### src/rtl/serial_adder_pkg.sv
// Shared types and sizing helpers for the bit-serial adder sequencer.
package serial_adder_pkg;

    typedef enum logic [1:0] {
        StIdle = 2'd0,
        StAdd  = 2'd1,
        StDone = 2'd2
    } state_e;

    // Bit-counter width; a 1-bit operand still needs a 1-bit counter.
    function automatic int unsigned cnt_w(int unsigned width);
        return (width > 1) ? $clog2(width) : 1;
    endfunction

endpackage

### src/rtl/fulladder.sv
// Single full-adder cell, reused once per clock by the serial sequencer.
module fulladder (
    input  logic a,
    input  logic b,
    input  logic c_in,
    output logic c_out,
    output logic sum
);

    assign sum   = a ^ b ^ c_in;
    assign c_out = (a & b) | (c_in & (a ^ b));

endmodule

### src/rtl/serial_adder_ctrl.sv
// Bit-serial adder: latches operands on start, adds one bit per clock LSB first,
// then presents {cout,sum} with a one-cycle done pulse.
module serial_adder_ctrl
    import serial_adder_pkg::*;
#(
    parameter int unsigned WIDTH = 2
) (
    input  logic             clk,
    input  logic             rst_n,
    input  logic             start,
    input  logic [WIDTH-1:0] a,
    input  logic [WIDTH-1:0] b,
    input  logic             cin,
    output logic             busy,
    output logic             done,
    output logic [WIDTH-1:0] sum,
    output logic             cout
);

    localparam int unsigned     CntW    = cnt_w(WIDTH);
    localparam logic [CntW-1:0] LastBit = CntW'(WIDTH - 1);

    state_e           state_q, state_d;
    logic [WIDTH-1:0] a_sh_q, a_sh_d;
    logic [WIDTH-1:0] b_sh_q, b_sh_d;
    logic [WIDTH-1:0] res_sh_q, res_sh_d;
    logic [WIDTH-1:0] sum_q, sum_d;
    logic             carry_q, carry_d;
    logic             cout_q, cout_d;
    logic [CntW-1:0]  cnt_q, cnt_d;
    logic             cell_sum, cell_carry;

    fulladder u_cell (
        .a     (a_sh_q[0]),
        .b     (b_sh_q[0]),
        .c_in  (carry_q),
        .c_out (cell_carry),
        .sum   (cell_sum)
    );

    always_comb begin
        state_d  = state_q;
        a_sh_d   = a_sh_q;
        b_sh_d   = b_sh_q;
        res_sh_d = res_sh_q;
        sum_d    = sum_q;
        carry_d  = carry_q;
        cout_d   = cout_q;
        cnt_d    = cnt_q;
        case (state_q)
            StIdle: begin
                if (start) begin
                    a_sh_d  = a;
                    b_sh_d  = b;
                    carry_d = cin;
                    cnt_d   = '0;
                    state_d = StAdd;
                end
            end
            StAdd: begin
                // Result fills from the MSB end so bit 0 lands in place after WIDTH shifts.
                res_sh_d = (res_sh_q >> 1) | (WIDTH'(cell_sum) << (WIDTH - 1));
                carry_d  = cell_carry;
                a_sh_d   = a_sh_q >> 1;
                b_sh_d   = b_sh_q >> 1;
                cnt_d    = cnt_q + CntW'(1);
                if (cnt_q == LastBit) begin
                    sum_d   = res_sh_d;
                    cout_d  = cell_carry;
                    state_d = StDone;
                end
            end
            StDone:  state_d = StIdle;
            default: state_d = StIdle;
        endcase
    end

    always_ff @(posedge clk or negedge rst_n) begin
        if (!rst_n) begin
            state_q  <= StIdle;
            a_sh_q   <= '0;
            b_sh_q   <= '0;
            res_sh_q <= '0;
            sum_q    <= '0;
            carry_q  <= 1'b0;
            cout_q   <= 1'b0;
            cnt_q    <= '0;
        end else begin
            state_q  <= state_d;
            a_sh_q   <= a_sh_d;
            b_sh_q   <= b_sh_d;
            res_sh_q <= res_sh_d;
            sum_q    <= sum_d;
            carry_q  <= carry_d;
            cout_q   <= cout_d;
            cnt_q    <= cnt_d;
        end
    end

    assign busy = (state_q != StIdle);
    assign done = (state_q == StDone);
    assign sum  = sum_q;
    assign cout = cout_q;

endmodule

### config.mk
export PLATFORM = sky130hd
export DESIGN_NAME = serial_adder_ctrl
export DESIGN_NICKNAME = d
export VERILOG_FILES = /design/src/rtl/serial_adder_pkg.sv /design/src/rtl/fulladder.sv /design/src/rtl/serial_adder_ctrl.sv
export SDC_FILE = /design/constraint.sdc
export NUM_CORES = 1
export LEC_CHECK = 0
export CELL_PAD_IN_SITES_DETAIL_PLACEMENT = 1
export CELL_PAD_IN_SITES_GLOBAL_PLACEMENT = 1
export CORE_UTILIZATION = 35
export CTS_CLUSTER_DIAMETER = 50
export CTS_CLUSTER_SIZE = 30
export DETAILED_ROUTE_END_ITERATION = 6
export PLACE_DENSITY_LB_ADDON = 0.3
export RECOVER_POWER = 25
export SYNTH_ARGS = -nofsm -noshare
export SYNTH_HDL_FRONTEND = slang
export SYNTH_SLANG_ARGS = --single-unit
### constraint.sdc
create_clock -name clk -period 1.7 [get_ports clk]
set_clock_uncertainty 0.2 [all_clocks]
set_input_delay 0.425 -clock clk [delete_from_list [all_inputs] [get_ports clk]]
set_output_delay 0.425 -clock clk [all_outputs]
set_load 0.03 [all_outputs]
Word-level counts from Yosys, hierarchy flattened --
Cells that the tools add are included.
Storage, ports and cells: logic and storage cells 36, flip-flop bits (word level) 13, output and inout bits 5, input port bits 8
Cells by class: reductions and logical operators 6, multiplexer cells 11, equal/unequal tests 4, add/sub/neg operators 1, bitwise gates (word level) 6
Operators with widths (count):
- $pmux W2 S2 | 3
- $mux W2 | 4
- $reduce_and A2 Y1 | 3
- $ne A2 B2 Y1 const B | 2
- $pmux W1 S2 | 2
- $reduce_bool A2 Y1 | 2
- $and A1 B1 Y1 | 2
- $eq A2 B1 Y1 const B | 1
- $eq A2 B2 Y1 const B | 1
- $logic_not A2 Y1 | 1
- $mux W1 | 2
- $or A1 B2 Y2 | 1
- $xor A1 B1 Y1 | 2
- $add A1 B1 Y1 const B | 1
- $or A1 B1 Y1 | 1

Longest topological paths before layout --
Gate-level depths: netlist of run 1.
depth in word-level cells 4, depth in mapped cells 4, mapped depth without buffers 3

By module --
Synthesis of run 1 repeated with hierarchy kept, for this count alone.
Second synthesis, totals: cells, all modules 48, area, all modules 554.3 um2
By module, submodules not included:
- serial_adder_ctrl | sequential area each 300.3 um2, instances 1, cells an instance 47, area an instance 534.3 um2
- fulladder | sequential area each 0.0 um2, instances 1, cells an instance 1, area an instance 20.0 um2

Worst setup path after synthesis of run 1 --
No wires, ideal clock.
path kind register to output, from register state_q[1], to output done, data required time 1.075 ns, cell stages (with the launch flop) 4, arrival 0.906 ns, setup slack 0.169 ns, path buffers 1, cells stage by stage dfrtp_1 -> buf_6 -> inv_2 -> nor2_1
On the way: word-level cells in the longest chain between the ends 1
Ends and longest elaborated chain:
- start: declaration | line serial_adder_ctrl.sv:23 | state_e state_q, state_d;
- start signal: assignment | line serial_adder_ctrl.sv:80 | state_q <= StIdle;
- start signal: assignment | line serial_adder_ctrl.sv:89 | state_q <= state_d;
- $eq A2 B2 Y1 | line serial_adder_ctrl.sv:101 | assign done = (state_q == StDone);
- end: declaration | line serial_adder_ctrl.sv:15 | output logic done,
Every way passes these cells.

Final worst setup path of run 1 --
from register state_q[0], to output busy
On the way: word-level cells in the longest chain between the ends 1
Ends and longest elaborated chain:
- $reduce_bool A2 Y1 | line serial_adder_ctrl.sv:100 | assign busy = (state_q != StIdle);
- end: declaration | line serial_adder_ctrl.sv:14 | output logic busy,
Every way passes these cells.

==> results.cfg, run 1 <==
[outcome]
status = complete, but fails checks
violations = negative setup slack

[route]
wirelength_um = 1240
wl_per_cell_um = 14.4
route.detailed.drc = 0
viasPerCell = 5.22
ant_nets = 0
drt_iter0_drc = 4
vias = 449
dr.pass1.iters = 2

[power_and_ir_drop]
power_density_nw_per_um2 = 2110
leakagePower_nw = 0.360
vdd_ir_drop_max_uv = 677
power_mw = 1.60

[yosys]
synth-simple-area-share_pct = 14.1
synthArstFlopShare_pct = 100
post-synth-top-area-fraction_pct = 54.4
synth_cells = 49
synth.most_common_cell = dfrtp_1
syn_area_um2 = 552
synth_compound_area_share_pct = 13.6
synth_common_cells = dfrtp_1 (12), nor2_1 (9), a211oi_1 (4), nand2_1 (4), mux2_4 (3)
synth_largest_area_cell = dfrtp_1
yosysWarningCount = 0
synth_top_family_by_area = simple AND/OR/NAND/NOR gates
synthAdderAreaFrac_pct = 3.63
synth.net_count = 58
ys_types = 18
seq_area_frac_synth_pct = 54.4
synth.avg_cell_area_um2 = 11.3
synthFlopType = dfrtp_1
synthMuxAreaShare_pct = 10.2
synth-edff-count = 0
ys_ff_latch = 12
yosys.area_share.xor_xnor_pct = 0
synth_area_leaders = dfrtp_1 (54%), mux2_4 (8.2%), nor2_1 (6.1%)

[critical_path]
startpoint = state_q[0]$_DFFE_PN0P_
endpoint_kind = output pin
crit_path_start_kind = flop
rr_endpoint = res_sh_q[1]$_DFFE_PN0P_
crit_type = reg -> out
reg2reg_setup_slack_ns = 0.16
slowest_delay_ns = 0.43
r2r-start = carry_q$_DFFE_PN0P_
cp.required_ns = 1.07
critPathSlowestCell = dfrtp_2
worstPathArrival_ns = 1.08
cp_cell_sequence = nor2_1 -> inv_1 -> buf_4
critPathMaxFanout = 4
worstRegToRegCells = 2

[clocking]
cts.sinks = 12
htreeDepth = 1
numCtsBuffers = 3
cts_root_buf = clkbuf_4
cts_max_path_buffers = 2
cts_hold_buf = 0
cts_tree = yes
path_clk_slew_ns = 0.08
clk_latency_ns = 0.28

[worst_hold_path]
hold_start = sum[1]$_DFFE_PN0P_
holdPathStages = 1
hold_end = sum[1]$_DFFE_PN0P_
holdCritPathClass = reg -> reg

[die]
die-area_um2 = 1740
core_um2 = 1380
chipWidth_um = 41.7
initial_core_util_pct = 39.9
die_h_um = 41.7
ioPinCount = 13
rows = 13

[placement]
io_buffer_count = 12
dp_hpwl_um = 885
gp_congestion = 0.766
pre_cts_slack_ns = -0.0430

[finish]
fin_nets = 81
num-fill-cells = 152
regArea_um2 = 302
syn_to_final_growth_pct = 37.6
diodes = 0
multiInputGateArea_um2 = 231
drive_gt1_share_pct = 26.8

[timing]
setup_slack_ns = -0.00261
maxSlewViolCount = 0
hold_viol = 0
fin_crit_sh_pct = 100
tightestPinTransition_ns = 0.634
tns_ns = -0.00261
slew_headroom_pct = 57.7
setup_violations = 1
fmax_ghz = 0.587
finalCriticalPeriod_ns = 1.70

[grt]
grt_pass1_vias = 437
grt_max_degree = 13
grtUsageTotal_pct = 16.2
grt_pass1_wl_um = 2060
grt_antenna_before_repair = 0
grt-ovfl-total = 0

[job]
maxCapViolCount = 0
## cells by family (layout without fill, tap and decap cells)
kind of cell    after synthesis  count (layout)
fa+ha+maj                     1               1
compound gates               11              11
simple gates                 17              17
flops                        12              12
buf+inv                       4              26
mux                           4               4
## routing by layer
metal  part of all wire [%]  track usage [%]  routed length (µm)
met1                     46             20.1                 572
met2                     50             26.3                 618
met3                    3.5             3.91                  43
met4                   0.64             7.74                   8
met5                      0                0                   0
## power breakdown
part	leakage [nW]	internal [mW]	switching, mW	total, mW
registers	0.145	0.436	0.122	0.558
logic	0.194	0.386	0.429	0.815
clock network	0.0210	0.130	0.0970	0.227
total	0.360	0.952	0.648	1.60
## through the flow
stage	utilization (%)	hold slack [ns]	instances	cell area [µm²]
global placement	51.5	0.278	80	712
finish	54.9	0.306	86	759
CTS	53.9	0.249	84	746
detailed placement	51.5	0.294	80	712
global route	54.9	0.325	86	759
floorplan	-	-0.0706	49	552
## final cells by class
cell class,count,area share [%]
Sequential cell,12,39.7
Multi-Input combinational cell,33,30.5
Timing Repair Buffer,19,21.1
Inverter,3,1.48
Clock buffer,4,4.78
Tap cell,15,2.47
## cells in the final DEF (no fill, tap or decap), drive strengths merged
master	netlist	layout
dfrtp	12	12
nor2	9	9
buf	1	8
clkdlybuf4s50	0	6
clkbuf	0	5
nand2	4	4
a211oi	4	4
mux2	4	4
dlygate4sd2	0	3
inv	3	3
a32oi	2	2
o22ai	2	2
o21ai	2	2
nand3	1	1
nor2b	1	1
nand2b	1	1
or2	1	1
a21oi	1	1
fa	1	1
dlygate4sd3	0	1
## registers in the layout (all words and copies together), names as in the netlist
register / flops
a_sh_q: 2
cout: 1
carry_q: 1
state_q: 2
b_sh_q: 2
sum: 2
res_sh_q: 1
cnt_q: 1
## worst max-delay path by stage
stage / endpoint
after floorplan: done
after global placement: b_sh_q[1]$_DFFE_PN0P_
after detailed placement: b_sh_q[1]$_DFFE_PN0P_
after CTS: busy
after global routing: busy
final: busy
## critical path, delay by kind of cell (launching register included)
kind                   cells  cell delay [ns]
flip-flops                 1             0.43
AND/OR/NAND/NOR            1             0.14
buffers and inverters      2             0.22
## repair_timing
item,in CTS,in global routing
buffers inserted,0,2
setup endpoints to repair,4,2
pin swaps,0,0
gates resized for setup,4,1
No activity file was read; power rests on OpenSTA's default activity.
==> inputs of run 2 (changes only) <==
--- a/config.mk
+++ b/config.mk
@@ -11,6 +11,7 @@
 export CTS_CLUSTER_DIAMETER = 50
 export CTS_CLUSTER_SIZE = 30
 export DETAILED_ROUTE_END_ITERATION = 6
+export MAX_ROUTING_LAYER = met4
 export PLACE_DENSITY_LB_ADDON = 0.3
 export RECOVER_POWER = 25
 export SYNTH_ARGS = -nofsm -noshare
==> run 2 against run 1 <==
The run still ends with negative setup slack left. Final cell count unchanged. First-iteration DRC count unchanged. Via count up 0.67%. Hold slack about the same. Core utilization unchanged. Non-clock buffer count unchanged. Critical endpoint unchanged. Largest power group unchanged.
==> results.cfg, run 2 (synthesis results as in run 1) <==
[timing]
slew_headroom_pct = 58.3
setup_violations = 1
fmax_ghz = 0.583
tightestPinTransition_ns = 0.626
tns_ns = -0.0156
finalCriticalPeriod_ns = 1.72
fin_crit_sh_pct = 101
setup_slack_ns = -0.0156
hold_viol = 0
maxSlewViolCount = 0

[placement]
pre_cts_slack_ns = -0.0430
io_buffer_count = 12
dp_hpwl_um = 885
dp.cells = 80
gp_congestion = 0.777

[route]
route.detailed.drc = 0
drt_iter0_drc = 4
wirelength_um = 1230
vias = 452
dr.pass1.iters = 4
viasPerCell = 5.26
ant_nets = 0
wl_per_cell_um = 14.3

[power_and_ir_drop]
leakagePower_nw = 0.360
pwr-share-comb_pct = 51.0
power_density_nw_per_um2 = 2110
switching_share_pct = 40.6
vdd_ir_drop_max_uv = 676
pwr-share-clk_pct = 14.3
p_sw_uw = 650
internal-power_uw = 952
seqPwrFrac_pct = 34.7
power_mw = 1.60

[clocking]
cts_root_buf = clkbuf_4
cts.sinks = 12
cts_hold_buf = 0
htreeDepth = 1
cts_tree = yes
path_clk_slew_ns = 0.08
clk_latency_ns = 0.28
numCtsBuffers = 3
cts_max_path_buffers = 2

[worst_hold_path]
hold_start = sum[1]$_DFFE_PN0P_
holdCritPathClass = reg -> reg
hold_end = sum[1]$_DFFE_PN0P_
holdPathStages = 1

[die]
rows = 13
die_h_um = 41.7
die-area_um2 = 1740
chipWidth_um = 41.7
initial_core_util_pct = 39.9
ioPinCount = 13
core_um2 = 1380

[finish]
postLayoutCoreUtil_pct = 54.9
drive_gt1_share_pct = 26.8
final_cell_mix = dfrtp_1 (11), nor2_1 (8), buf_4 (8)
final_cells = 86
layout_commonest_cell = dfrtp_1
diodes = 0
fin_nets = 81
syn_to_final_growth_pct = 37.6

[critical_path]
endpoint_kind = output pin
worstRegToRegCells = 2
crit_path_start_kind = flop
reg2reg_setup_slack_ns = 0.17
r2r-start = carry_q$_DFFE_PN0P_
cp.required_ns = 1.07
crit_type = reg -> out
critPathMaxFanout = 4
worstPathArrival_ns = 1.09
rr_endpoint = res_sh_q[1]$_DFFE_PN0P_

[grt]
grt_pass1_vias = 437
grt_antenna_before_repair = 0
grt_pass1_wl_um = 2060
grt_max_degree = 13
grt-ovfl-total = 0
grtUsageTotal_pct = 16.7

[job]
maxCapViolCount = 0

[outcome]
violations = negative setup slack
status = complete, but fails checks
run 2: cell counts in the layout (fill, tap and decap cells not counted):
Identical to the previous run, type by type.
run 2: critical path: stages (launching register included):
cell and delay, ns:
dfrtp_2 0.43, nor2_1 0.14, inv_1 0.07, buf_4 0.16
run 2: worst max-delay path by stage:
stage	startpoint	endpoint	slack [ns]	cells past startpoint
after global routing	state_q[0]$_DFFE_PN0P_	busy	-0.06	3
after global placement	start	b_sh_q[1]$_DFFE_PN0P_	-0.0003	5
after CTS	state_q[0]$_DFFE_PN0P_	busy	0.01	3
after detailed placement	start	b_sh_q[1]$_DFFE_PN0P_	-0.04	5
final	state_q[0]$_DFFE_PN0P_	busy	-0.02	3
after floorplan	state_q[1]$_DFFE_PN0P_	done	0.17	3
run 2: through the flow:
stage,hold WS (ns),cell area (µm²)
after global placement,0.278,712
after detailed placement,0.294,712
after CTS,0.249,746
final,0.306,759
after global routing,0.325,759
after floorplan,-0.0706,552
run 2: layout make-up:
cell class | count | area (µm²)
fill | 152 | 623
sequential | 12 | 302
multi-input combinational | 33 | 231
timing repair buffer | 19 | 160
clock buffer | 4 | 36.3
tap | 15 | 18.8
inverter | 3 | 11.3
run 2: routing by layer:
layer	wire length (µm)	global-route usage (%)
met4	19	7.74
met2	605	26.3
met5	0	-
met3	50	3.91
met1	557	20.1
run 2: power groups by stage:
stage	registers, mW	logic (mW)	clock network, mW
2_1_floorplan	0.609	0.470	0
3_3_place_gp	0.566	0.760	0
3_5_place_dp	0.578	0.780	0
4_1_cts	0.575	0.764	0.230
5_1_grt	0.580	0.883	0.255
6_report	0.557	0.817	0.229
run 2: repair_timing:
action | 4_1_cts | 5_1_grt
resized for setup | 4 | 1
setup buffers | 0 | 2
endpoints found under the setup margin | 4 | 2
==> inputs of run 3 (changes only) <==
--- a/config.mk
+++ b/config.mk
@@ -7,13 +7,15 @@
 export LEC_CHECK = 0
 export CELL_PAD_IN_SITES_DETAIL_PLACEMENT = 1
 export CELL_PAD_IN_SITES_GLOBAL_PLACEMENT = 1
-export CORE_UTILIZATION = 35
+export CORE_UTILIZATION = 38
 export CTS_CLUSTER_DIAMETER = 50
 export CTS_CLUSTER_SIZE = 30
 export DETAILED_ROUTE_END_ITERATION = 6
 export MAX_ROUTING_LAYER = met4
 export PLACE_DENSITY_LB_ADDON = 0.3
 export RECOVER_POWER = 25
+export SKIP_LAST_GASP = 1
+export SLEW_MARGIN = 20
 export SYNTH_ARGS = -nofsm -noshare
 export SYNTH_HDL_FRONTEND = slang
 export SYNTH_SLANG_ARGS = --single-unit
==> constraint.sdc (replaced) <==
create_clock -name clk -period 2.03 [get_ports clk]
set_clock_uncertainty 0.2 [all_clocks]
set_input_delay 0.5075 -clock clk [delete_from_list [all_inputs] [get_ports clk]]
set_output_delay 0.5075 -clock clk [all_outputs]
set_load 0.03 [all_outputs]
==> run 3 against run 2 <==
The run now ends clean. Register-to-register slack improved by 0.33 ns. Flip-flop and latch count unchanged. Cell area decreased by 5.1%. Combinational power decreased by 20%. Via count decreased by 6.4%. Sequential share of layout area increased by 2.0 points. Largest cell class unchanged.
==> results.cfg, run 3 (synthesis results as in run 1) <==
[outcome]
status = finished clean

[critical_path]
crit_type = reg -> out
crit_buf_inv = 3
critPathSlowestCell = dfrtp_1
endpoint_kind = output pin
cp_cell_sequence = buf_4 -> inv_2 -> nor2_1 -> buf_4
critPathMaxFanout = 9
slowest_delay_ns = 0.39
crit_path_start_kind = flop
cp.required_ns = 1.32
critical_path.top_delay_family = buffers and inverters
path_common_cell = buf_4
worstPathArrival_ns = 1.17

[finish]
drive_gt1_share_pct = 16.9
num-fill-cells = 154
final_area_um2 = 721
final_cell_mix = dfrtp_1 (12), nor2_1 (9), clkdlybuf4s50_1 (6)
syn_to_final_growth_pct = 30.6
layout_commonest_cell = dfrtp_1
fin_nets = 76
final_cells = 80
diodes = 0

[timing]
grt_setup_unrepaired = false
hold_viol = 0
slew_headroom_pct = 62.6
finalCriticalPeriod_ns = 1.87
hold_slack_ns = 0.309
tightestPinTransition_ns = 0.559
tns_ns = 0
fmax_ghz = 0.533
fin_crit_sh_pct = 92.3
setup_violations = 0
maxSlewViolCount = 0

[power_and_ir_drop]
vdd_ir_drop_max_uv = 963
pwr-share-clk_pct = 11.5
pwr-share-comb_pct = 52.0
leakagePower_nw = 0.357
internal-power_uw = 731
seqPwrFrac_pct = 36.5
switching_share_pct = 41.5
p_sw_uw = 518
power_mw = 1.25
power_density_nw_per_um2 = 1730

[clocking]
htreeDepth = 1
cts_setup_buffers = 0
cts_tree = yes
clk_latency_ns = 0.27
cts-resized-gates = 1
numCtsBuffers = 3
cts.sinks = 12
cts_root_buf = clkbuf_4
cts_max_path_buffers = 2
cts_hold_buf = 0
path_clk_slew_ns = 0.07

[grt]
grt_antenna_before_repair = 0
grt-ovfl-total = 0
grt_pass1_wl_um = 1930
grtUsageTotal_pct = 20.4
grt_pass1_vias = 432
grt_max_degree = 13

[route]
viasPerCell = 5.29
vias = 423
drt_iter0_drc = 4
dr.pass1.iters = 2
ant_nets = 0
wirelength_um = 1210
wl_per_cell_um = 15.1
route.detailed.drc = 0

[die]
chipWidth_um = 40.1
die_h_um = 40.1
initial_core_util_pct = 41.4
die-area_um2 = 1610
rows = 13
core_um2 = 1330
ioPinCount = 13

[placement]
dp_hpwl_um = 888
gp_congestion = 0.769
place_area_um2 = 692
io_buffer_count = 12
dp.cells = 77

[worst_hold_path]
holdCritPathClass = reg -> reg

[job]
maxCapViolCount = 0
==> run 3: layout make-up <==
type                       instances  area (µm²)  share of cell area (%)
clock buffer                       3        22.5                    3.13
inverter                           3        11.3                    1.56
multi-input combinational         33         229                    31.8
sequential                        12         300                    41.7
tap                               15        18.8                    2.60
timing repair buffer              14         139                    19.3
==> run 3: metal layers <==
layer	up-vias	wire length, µm	global-route usage [%]	share of wire, %
met1	203	558	25.7	46
met4	0	26	10.3	2.1
met2	13	570	30.2	47
li1	202	-	-	-
met3	5	55	5.00	4.5
met5	-	0	-	0
==> run 3: path summary, 6_finish.rpt <==
path | start | end | slack [ns] | cells after the start
worst max-delay path | state_q[1]$_DFFE_PN0P_ | done | 0.16 | 4
worst min-delay path | res_sh_q[1]$_DFFE_PN0P_ | res_sh_q[1]$_DFFE_PN0P_ | 0.31 | 1
worst max register to register | carry_q$_DFFE_PN0P_ | res_sh_q[1]$_DFFE_PN0P_ | 0.50 | 2
worst min register to register | res_sh_q[1]$_DFFE_PN0P_ | res_sh_q[1]$_DFFE_PN0P_ | 0.31 | 1
max in group asynchronous | rst_n | a_sh_q[1]$_DFFE_PN0P_ | 0.80 | 1
min in group asynchronous | rst_n | a_sh_q[0]$_DFFE_PN0P_ | 0.46 | 1
==> run 3: power groups by stage <==
| stage | clock [mW] | combinational, mW | sequential (mW) |
|---|---|---|---|
| after CTS | 0.148 | 0.668 | 0.459 |
| final | 0.144 | 0.650 | 0.456 |
| after global placement | 0 | 0.656 | 0.452 |
| after detailed placement | 0 | 0.669 | 0.460 |
| after global routing | 0.157 | 0.719 | 0.477 |
| after floorplan | 0 | 0.393 | 0.510 |
==> run 3: stage by stage <==
step	utilization [%]	setup slack, ns
6_report	54.0	0.155
3_3_place_gp	51.9	0.233
4_1_cts	53.5	0.000748
2_1_floorplan	-	0.417
5_1_grt	54.0	0.108
3_5_place_dp	51.9	0.154
